<file path="src/rtl/lsu_pkg.sv">
// Shared definitions for the load/store path: RV32I width codes, FSM encoding
// and the byte-lane shift used by both load extraction and store merging.
package lsu_pkg;

  localparam logic [2:0] F3_B  = 3'b000;
  localparam logic [2:0] F3_H  = 3'b001;
  localparam logic [2:0] F3_W  = 3'b010;
  localparam logic [2:0] F3_BU = 3'b100;
  localparam logic [2:0] F3_HU = 3'b101;

  localparam logic [2:0] ST_IDLE     = 3'd0;
  localparam logic [2:0] ST_LOAD     = 3'd1;
  localparam logic [2:0] ST_RMW_READ = 3'd2;
  localparam logic [2:0] ST_STORE    = 3'd3;
  localparam logic [2:0] ST_RESP     = 3'd4;

  // Bit offset of the addressed lane within a 32-bit word.
  function automatic logic [4:0] lane_shift(input logic [2:0] funct3, input logic [1:0] byte_off);
    logic [4:0] sh;
    case (funct3)
      F3_B, F3_BU: sh = {byte_off, 3'b000};
      F3_H, F3_HU: sh = {byte_off[1], 4'b0000};
      default:     sh = 5'd0;
    endcase
    return sh;
  endfunction

endpackage

</file>
<file path="src/rtl/load_align_extend.sv">
// Combinational lane extraction and sign/zero extension of a memory word.
// Shared with the writeback stage.
module load_align_extend
  import lsu_pkg::*;
(
  input  logic [2:0]  funct3_i,
  input  logic [1:0]  byte_off_i,
  input  logic [31:0] word_i,
  output logic [31:0] data_o
);

  logic [31:0] lane;

  assign lane = word_i >> lane_shift(funct3_i, byte_off_i);

  always_comb begin
    case (funct3_i)
      F3_B:    data_o = {{24{lane[7]}}, lane[7:0]};
      F3_H:    data_o = {{16{lane[15]}}, lane[15:0]};
      F3_W:    data_o = lane;
      F3_BU:   data_o = {24'd0, lane[7:0]};
      F3_HU:   data_o = {16'd0, lane[15:0]};
      default: data_o = 32'd0;
    endcase
  end

endmodule

</file>
<file path="src/rtl/load_store_unit.sv">
// Data-memory initiator: one request at a time, word-only memory, sub-word
// stores done as read-modify-write, one response per request.
module load_store_unit
  import lsu_pkg::*;
#(
  parameter int unsigned MEM_DEPTH_LOG2 = 10
) (
  input  logic        clock,
  input  logic        reset_n,
  input  logic        req_valid,
  output logic        req_ready,
  input  logic        req_is_store,
  input  logic [2:0]  req_funct3,
  input  logic [31:0] req_address,
  input  logic [31:0] req_store_data,
  output logic        resp_valid,
  input  logic        resp_ready,
  output logic [31:0] resp_load_data,
  output logic        resp_misaligned,
  output logic        resp_fault,
  output logic        mem_read_enable,
  output logic        mem_write_enable,
  output logic [31:0] mem_address,
  output logic [31:0] mem_write_data,
  input  logic [31:0] mem_read_data
);

  logic [2:0]  state_q, state_d;
  logic [2:0]  funct3_q, funct3_d;
  logic [31:0] addr_q, addr_d;
  logic [31:0] store_data_q, store_data_d;
  logic [31:0] word_q, word_d;
  logic [31:0] load_data_q, load_data_d;
  logic        misaligned_q, misaligned_d;
  logic        fault_q, fault_d;

  logic        legal_f3, out_of_range, dec_fault, dec_misaligned;
  logic [31:0] load_ext, lane_mask, merged;
  logic [4:0]  merge_sh;

  always_comb begin
    if (req_is_store)
      legal_f3 = (req_funct3 == F3_B) || (req_funct3 == F3_H) || (req_funct3 == F3_W);
    else
      legal_f3 = (req_funct3 == F3_B) || (req_funct3 == F3_H) || (req_funct3 == F3_W) ||
                 (req_funct3 == F3_BU) || (req_funct3 == F3_HU);
  end

  assign out_of_range   = |req_address[31:MEM_DEPTH_LOG2+2];
  assign dec_fault      = !legal_f3 || out_of_range;
  // Fault takes priority, so misaligned is only reported on otherwise-legal requests.
  assign dec_misaligned = !dec_fault &&
                          ((((req_funct3 == F3_H) || (req_funct3 == F3_HU)) && req_address[0]) ||
                           ((req_funct3 == F3_W) && (req_address[1:0] != 2'b00)));

  load_align_extend u_align (
    .funct3_i   (funct3_q),
    .byte_off_i (addr_q[1:0]),
    .word_i     (mem_read_data),
    .data_o     (load_ext)
  );

  assign merge_sh  = lane_shift(funct3_q, addr_q[1:0]);
  assign lane_mask = ((funct3_q == F3_H) ? 32'h0000_FFFF : 32'h0000_00FF) << merge_sh;
  assign merged    = (mem_read_data & ~lane_mask) | ((store_data_q << merge_sh) & lane_mask);

  always_comb begin
    state_d      = state_q;
    funct3_d     = funct3_q;
    addr_d       = addr_q;
    store_data_d = store_data_q;
    word_d       = word_q;
    load_data_d  = load_data_q;
    misaligned_d = misaligned_q;
    fault_d      = fault_q;
    case (state_q)
      ST_IDLE: begin
        if (req_valid) begin
          funct3_d     = req_funct3;
          addr_d       = req_address;
          store_data_d = req_store_data;
          word_d       = req_store_data;
          load_data_d  = 32'd0;
          fault_d      = dec_fault;
          misaligned_d = dec_misaligned;
          if (dec_fault || dec_misaligned) state_d = ST_RESP;
          else if (!req_is_store)          state_d = ST_LOAD;
          else if (req_funct3 == F3_W)     state_d = ST_STORE;
          else                             state_d = ST_RMW_READ;
        end
      end
      ST_LOAD: begin
        load_data_d = load_ext;
        state_d     = ST_RESP;
      end
      ST_RMW_READ: begin
        word_d  = merged;
        state_d = ST_STORE;
      end
      ST_STORE: state_d = ST_RESP;
      ST_RESP:  if (resp_ready) state_d = ST_IDLE;
      default:  state_d = ST_IDLE;
    endcase
  end

  always_ff @(posedge clock or negedge reset_n) begin
    if (!reset_n) begin
      state_q      <= ST_IDLE;
      funct3_q     <= 3'd0;
      addr_q       <= 32'd0;
      store_data_q <= 32'd0;
      word_q       <= 32'd0;
      load_data_q  <= 32'd0;
      misaligned_q <= 1'b0;
      fault_q      <= 1'b0;
    end else begin
      state_q      <= state_d;
      funct3_q     <= funct3_d;
      addr_q       <= addr_d;
      store_data_q <= store_data_d;
      word_q       <= word_d;
      load_data_q  <= load_data_d;
      misaligned_q <= misaligned_d;
      fault_q      <= fault_d;
    end
  end

  assign req_ready        = reset_n && (state_q == ST_IDLE);
  assign resp_valid       = (state_q == ST_RESP);
  assign resp_load_data   = load_data_q;
  assign resp_misaligned  = misaligned_q;
  assign resp_fault       = fault_q;
  assign mem_read_enable  = (state_q == ST_LOAD) || (state_q == ST_RMW_READ);
  assign mem_write_enable = (state_q == ST_STORE);
  assign mem_address      = {2'b00, addr_q[31:2]};
  assign mem_write_data   = word_q;

endmodule

</file>
<file path="config.mk">
export PLATFORM = sky130hd
export DESIGN_NAME = load_store_unit
export DESIGN_NICKNAME = d
export VERILOG_FILES = /design/src/rtl/lsu_pkg.sv /design/src/rtl/load_align_extend.sv /design/src/rtl/load_store_unit.sv
export SDC_FILE = /design/constraint.sdc
export NUM_CORES = 1
export LEC_CHECK = 0
export ABC_AREA = 1
export CAP_MARGIN = 20
export CORE_UTILIZATION = 52
export CTS_BUF_LIST = sky130_fd_sc_hd__clkbuf_4 sky130_fd_sc_hd__clkbuf_8
export DETAILED_ROUTE_END_ITERATION = 16
export PLACE_DENSITY = 0.88
export SYNTH_ARGS = -nofsm -noshare
export SYNTH_HDL_FRONTEND = slang
export SYNTH_SLANG_ARGS = --single-unit
</file>
<file path="constraint.sdc">
create_clock -name clock -period 3.7 [get_ports clock]
set_clock_uncertainty 0.15 [all_clocks]
set_input_delay 0.37 -clock clock [delete_from_list [all_inputs] [get_ports clock]]
set_output_delay 0.37 -clock clock [all_outputs]
set_load 0.02 [all_outputs]
</file>
==> impl_summary.log <==
[metrics] outcome: complete, no violations
[metrics] portion of total power attributed to combinational logic: 0.483
[metrics] Final min period: between 3 and 4 ns
[metrics] vias per cell: 5.27
[metrics] placeable core area: 12100 µm²
[metrics] Seq pwr share: 0.320
[metrics] vias in the first global route: 5864
[metrics] maximum level of the CTS H-tree: 4
[metrics] #FFs+latches synth: 120
[metrics] most common library cells after synthesis: sky130_fd_sc_hd__nand2_1, sky130_fd_sc_hd__dfrtp_1, sky130_fd_sc_hd__nand3_1, sky130_fd_sc_hd__o21ai_0, sky130_fd_sc_hd__buf_4
[metrics] wire length of the first global-routing pass: between 20 and 30 mm
[metrics] path class of the lowest-slack min-delay path: in2async
[metrics] number of I/O port buffers: 203
[metrics] Max FO, Critical Path: 35
[metrics] root buffer cell: sky130_fd_sc_hd__clkbuf_8
[metrics] Detailed Place HPWL: 13.3 mm
[metrics] max-slew violation total from the final report: 0
[metrics] Critical Setup Path Class: reg2out
[metrics] Avg WL per Cell: 15.0 µm
[metrics] Leakage Power: 4.39 nW
[metrics] pin count of the biggest net entering global routing: 74
[metrics] upper clock frequency limit: between 0.3 and 0.4 GHz
[metrics] share of final-layout standard cells stronger than drive strength 1: 0.0568
[metrics] Final period util: 0.816
[metrics] count of flip-flops with a built-in enable after synthesis: 0
[metrics] insertion delay of the later-clocked pin in the worst-skew pair: 0.44 ns
[metrics] launch point of the worst path: state_q[0]$_DFFE_PN0P_
[metrics] pre-CTS setup slack: 1.17 ns
[metrics] fraction of the yosys area taken by sequential cells: 0.464
[metrics] effective utilization at floorplan: 0.536
[metrics] antenna violations before repair: 0
[metrics] number of placed I/O pins: between 200 and 250
[metrics] area growth from synthesis to layout: 34.7%
[metrics] crit path launch type: flop
[metrics] die extent in y: 114 µm
[metrics] critical path endpoint category: output port
[metrics] Setup TNS Final: 0 ns
[metrics] syn_area_per_cell: 7.26 µm²
[metrics] cell type with the largest total area after synthesis: sky130_fd_sc_hd__dfrtp_1
[metrics] setup repair after global routing missed its margin: no
[metrics] overall die width: 114 µm
[metrics] final cell count without fillers: around 1.2k
[metrics] CP Data Arrival Time: 2.50 ns
[metrics] Worst Max-Slew Pin Slew: approximately 0.74 ns
[metrics] DRC violation count after routing: 0
[metrics] DR pass1 iterations: 5
[metrics] sw power: between 0.002 and 0.003 W
[metrics] Max transition margin: 0.503
[metrics] final worst slack: just under 0.7 ns
[metrics] clock transition at the register clock pins on the worst setup and hold paths after CTS: 0.07 ns
[metrics] die area: 12900 µm²
[metrics] routed vias: 6461
[metrics] required arrival time at the worst endpoint: about 3.2 ns
[metrics] Maximum Capacitance Violations: 0
[metrics] total setup buffers inserted after CTS: 0
[metrics] cts bufs inserted: 17
[metrics] FF-to-FF setup slack: ~1.2 ns
[metrics] final setup violation count: 0
[metrics] Distinct cells, synth: 29
[metrics] total number of nets in the final design: 1148
[metrics] total power divided by cell area: approximately 750 nW/µm²
[metrics] endpoints failing hold: 0
[metrics] clock sink count: 120
[metrics] Total GRT Usage: 0.293
[metrics] synthesized instance count: 890
[metrics] post-placement cell count: 1192
[metrics] GR Overflow Total: 0
[metrics] count of warnings emitted by yosys: 0
[metrics] overall routed net length: 18.3 mm
[metrics] Antenna Cells: 0
[metrics] post-synth top area share: 0.464
[metrics] final antenna-violating net count: 0
[metrics] 1st-iter DRT viols: 619
[metrics] main flop type after synthesis: sky130_fd_sc_hd__dfrtp_1
[metrics] routability-driven placement congestion ratio: 0.983
[metrics] proportion of power drawn by the clock network: 0.197
[metrics] Switching Share: 0.428
[metrics] post-synthesis instance area: 6460 µm²
[metrics] async set-or-reset flop fraction in the synthesized netlist: 1.00
[metrics] num rows: 40
[metrics] internal power component: 0.00375 W
[metrics] largest cells by area after synthesis: sky130_fd_sc_hd__dfrtp_1, sky130_fd_sc_hd__nand2_1, sky130_fd_sc_hd__buf_4
[metrics] most common cell in the netlist: sky130_fd_sc_hd__nand2_1
[metrics] start of the worst register-to-register path: funct3_q[1]$_DFFE_PN0P_
[metrics] CTS tree: done
[metrics] maximum vdd drop: 0.471 mV
[metrics] maximum clock path buffer count: 2
==> cell families after synthesis <==
group	after synthesis	synth area share
buffers and inverters	122	0.105
DFF	120	0.464
other	1	0.000580
AOI/OAI and AO/OA	104	0.0898
and+or+nand+nor	543	0.341
==> worst paths after layout <==
| check | end | cells after the start |
|---|---|---|
| setup / recovery | mem_read_enable | 5 |
| hold / removal | addr_q[2]$_DFFE_PN0P_ | 2 |
| setup reg to reg | resp_load_data[16]$_DFFE_PN0P_ | 7 |
| hold reg to reg | addr_q[29]$_DFFE_PN0P_ | 2 |
| max in group asynchronous | funct3_q[2]$_DFFE_PN0P_ | 4 |
| min in group clock | addr_q[29]$_DFFE_PN0P_ | 2 |
==> layer usage <==
metal  vias to the layer above  routed length [µm]  global-route usage
met5                         -                   0                   0
met4                         0                 640               0.145
met3                        55                1730              0.0786
met2                       378                8510               0.461
met1                      2938                7460               0.375
li1                       3090                   -                   -
==> metrics by stage <==
| stage | power, W | hold slack (ns) | util | instance area, µm² |
|---|---|---|---|---|
| after detailed placement | 0.00524 | 0.180 | 0.685 | 8260 |
| final | 0.00656 | 0.264 | 0.722 | 8710 |
| after floorplan | 0.00433 | -0.0756 | - | 6470 |
| after global routing | 0.00702 | 0.279 | 0.722 | 8710 |
| after CTS | 0.00656 | 0.257 | 0.722 | 8710 |
| after global placement | 0.00518 | 0.182 | 0.685 | 8260 |
==> power groups by stage <==
stage          Combinational [W]  Clock, W  Sequential [W]
2_1_floorplan            0.00208         0         0.00225
3_3_place_gp             0.00309         0         0.00209
3_5_place_dp             0.00313         0         0.00210
4_1_cts                  0.00316   0.00131         0.00209
5_1_grt                  0.00350   0.00138         0.00215
6_report                 0.00317   0.00130         0.00210
==> flip-flops by register name (all words and copies together) (netlist names) <==
name,flops
store_data_q,16
resp_misaligned,1
funct3_q,3
mem_write_data,32
addr_q,32
state_q,3
resp_fault,1
resp_load_data,32
==> cells in the final DEF, fill, tap and decap left out <==
cell / instances
sky130_fd_sc_hd__dfrtp_1: 120
sky130_fd_sc_hd__nand2_4: 1
sky130_fd_sc_hd__nand2_1: 432
sky130_fd_sc_hd__buf_4: 9
sky130_fd_sc_hd__inv_2: 5
sky130_fd_sc_hd__nand3_1: 57
sky130_fd_sc_hd__nor2_4: 4
sky130_fd_sc_hd__nand3b_1: 1
sky130_fd_sc_hd__o21ai_0: 42
sky130_fd_sc_hd__nand3b_2: 1
sky130_fd_sc_hd__bufinv_16: 4
sky130_fd_sc_hd__clkinv_4: 1
sky130_fd_sc_hd__nor3_2: 1
sky130_fd_sc_hd__o21ai_1: 34
sky130_fd_sc_hd__dlygate4sd3_1: 1
sky130_fd_sc_hd__nor2_1: 34
sky130_fd_sc_hd__nor3_4: 1
sky130_fd_sc_hd__conb_1: 2
sky130_fd_sc_hd__nand3_2: 1
sky130_fd_sc_hd__clkinvlp_4: 6
sky130_fd_sc_hd__nor2_2: 4
sky130_fd_sc_hd__inv_6: 2
sky130_fd_sc_hd__inv_1: 39
sky130_fd_sc_hd__clkdlybuf4s50_1: 202
sky130_fd_sc_hd__clkbuf_8: 17
sky130_fd_sc_hd__o211ai_1: 23
sky130_fd_sc_hd__o31ai_1: 1
sky130_fd_sc_hd__nor3b_1: 1
sky130_fd_sc_hd__nand2_2: 1
sky130_fd_sc_hd__nand4_1: 2
sky130_fd_sc_hd__a21oi_1: 4
sky130_fd_sc_hd__nor3_1: 2
sky130_fd_sc_hd__clkinv_2: 2
==> final cells by class <==
| class | count | area [µm²] |
|---|---|---|
| clock inverters | 15 | 201 |
| fillers | 970 | 3350 |
| clock buffers | 17 | 234 |
| flip-flops and latches | 120 | 3000 |
| multi-input cells | 649 | 2800 |
| well taps | 168 | 210 |
| repair buffers | 212 | 2100 |
| inverters | 44 | 165 |
==> worst max-delay path, cell delays in order (launching register included) <==
cell and delay, ns:
sky130_fd_sc_hd__dfrtp_1 0.41, sky130_fd_sc_hd__nor3_2 0.20, sky130_fd_sc_hd__buf_4 0.32, sky130_fd_sc_hd__inv_2 0.32
sky130_fd_sc_hd__nand2_1 0.18, sky130_fd_sc_hd__clkdlybuf4s50_1 0.61
==> timing repair <==
action / CTS / global route
gates resized for setup: 0 / 0
hold endpoints to repair: 32 / 0
setup endpoints to repair: 0 / 0
hold buffers: 1 / 0
Power figures use the tool's default switching activity.
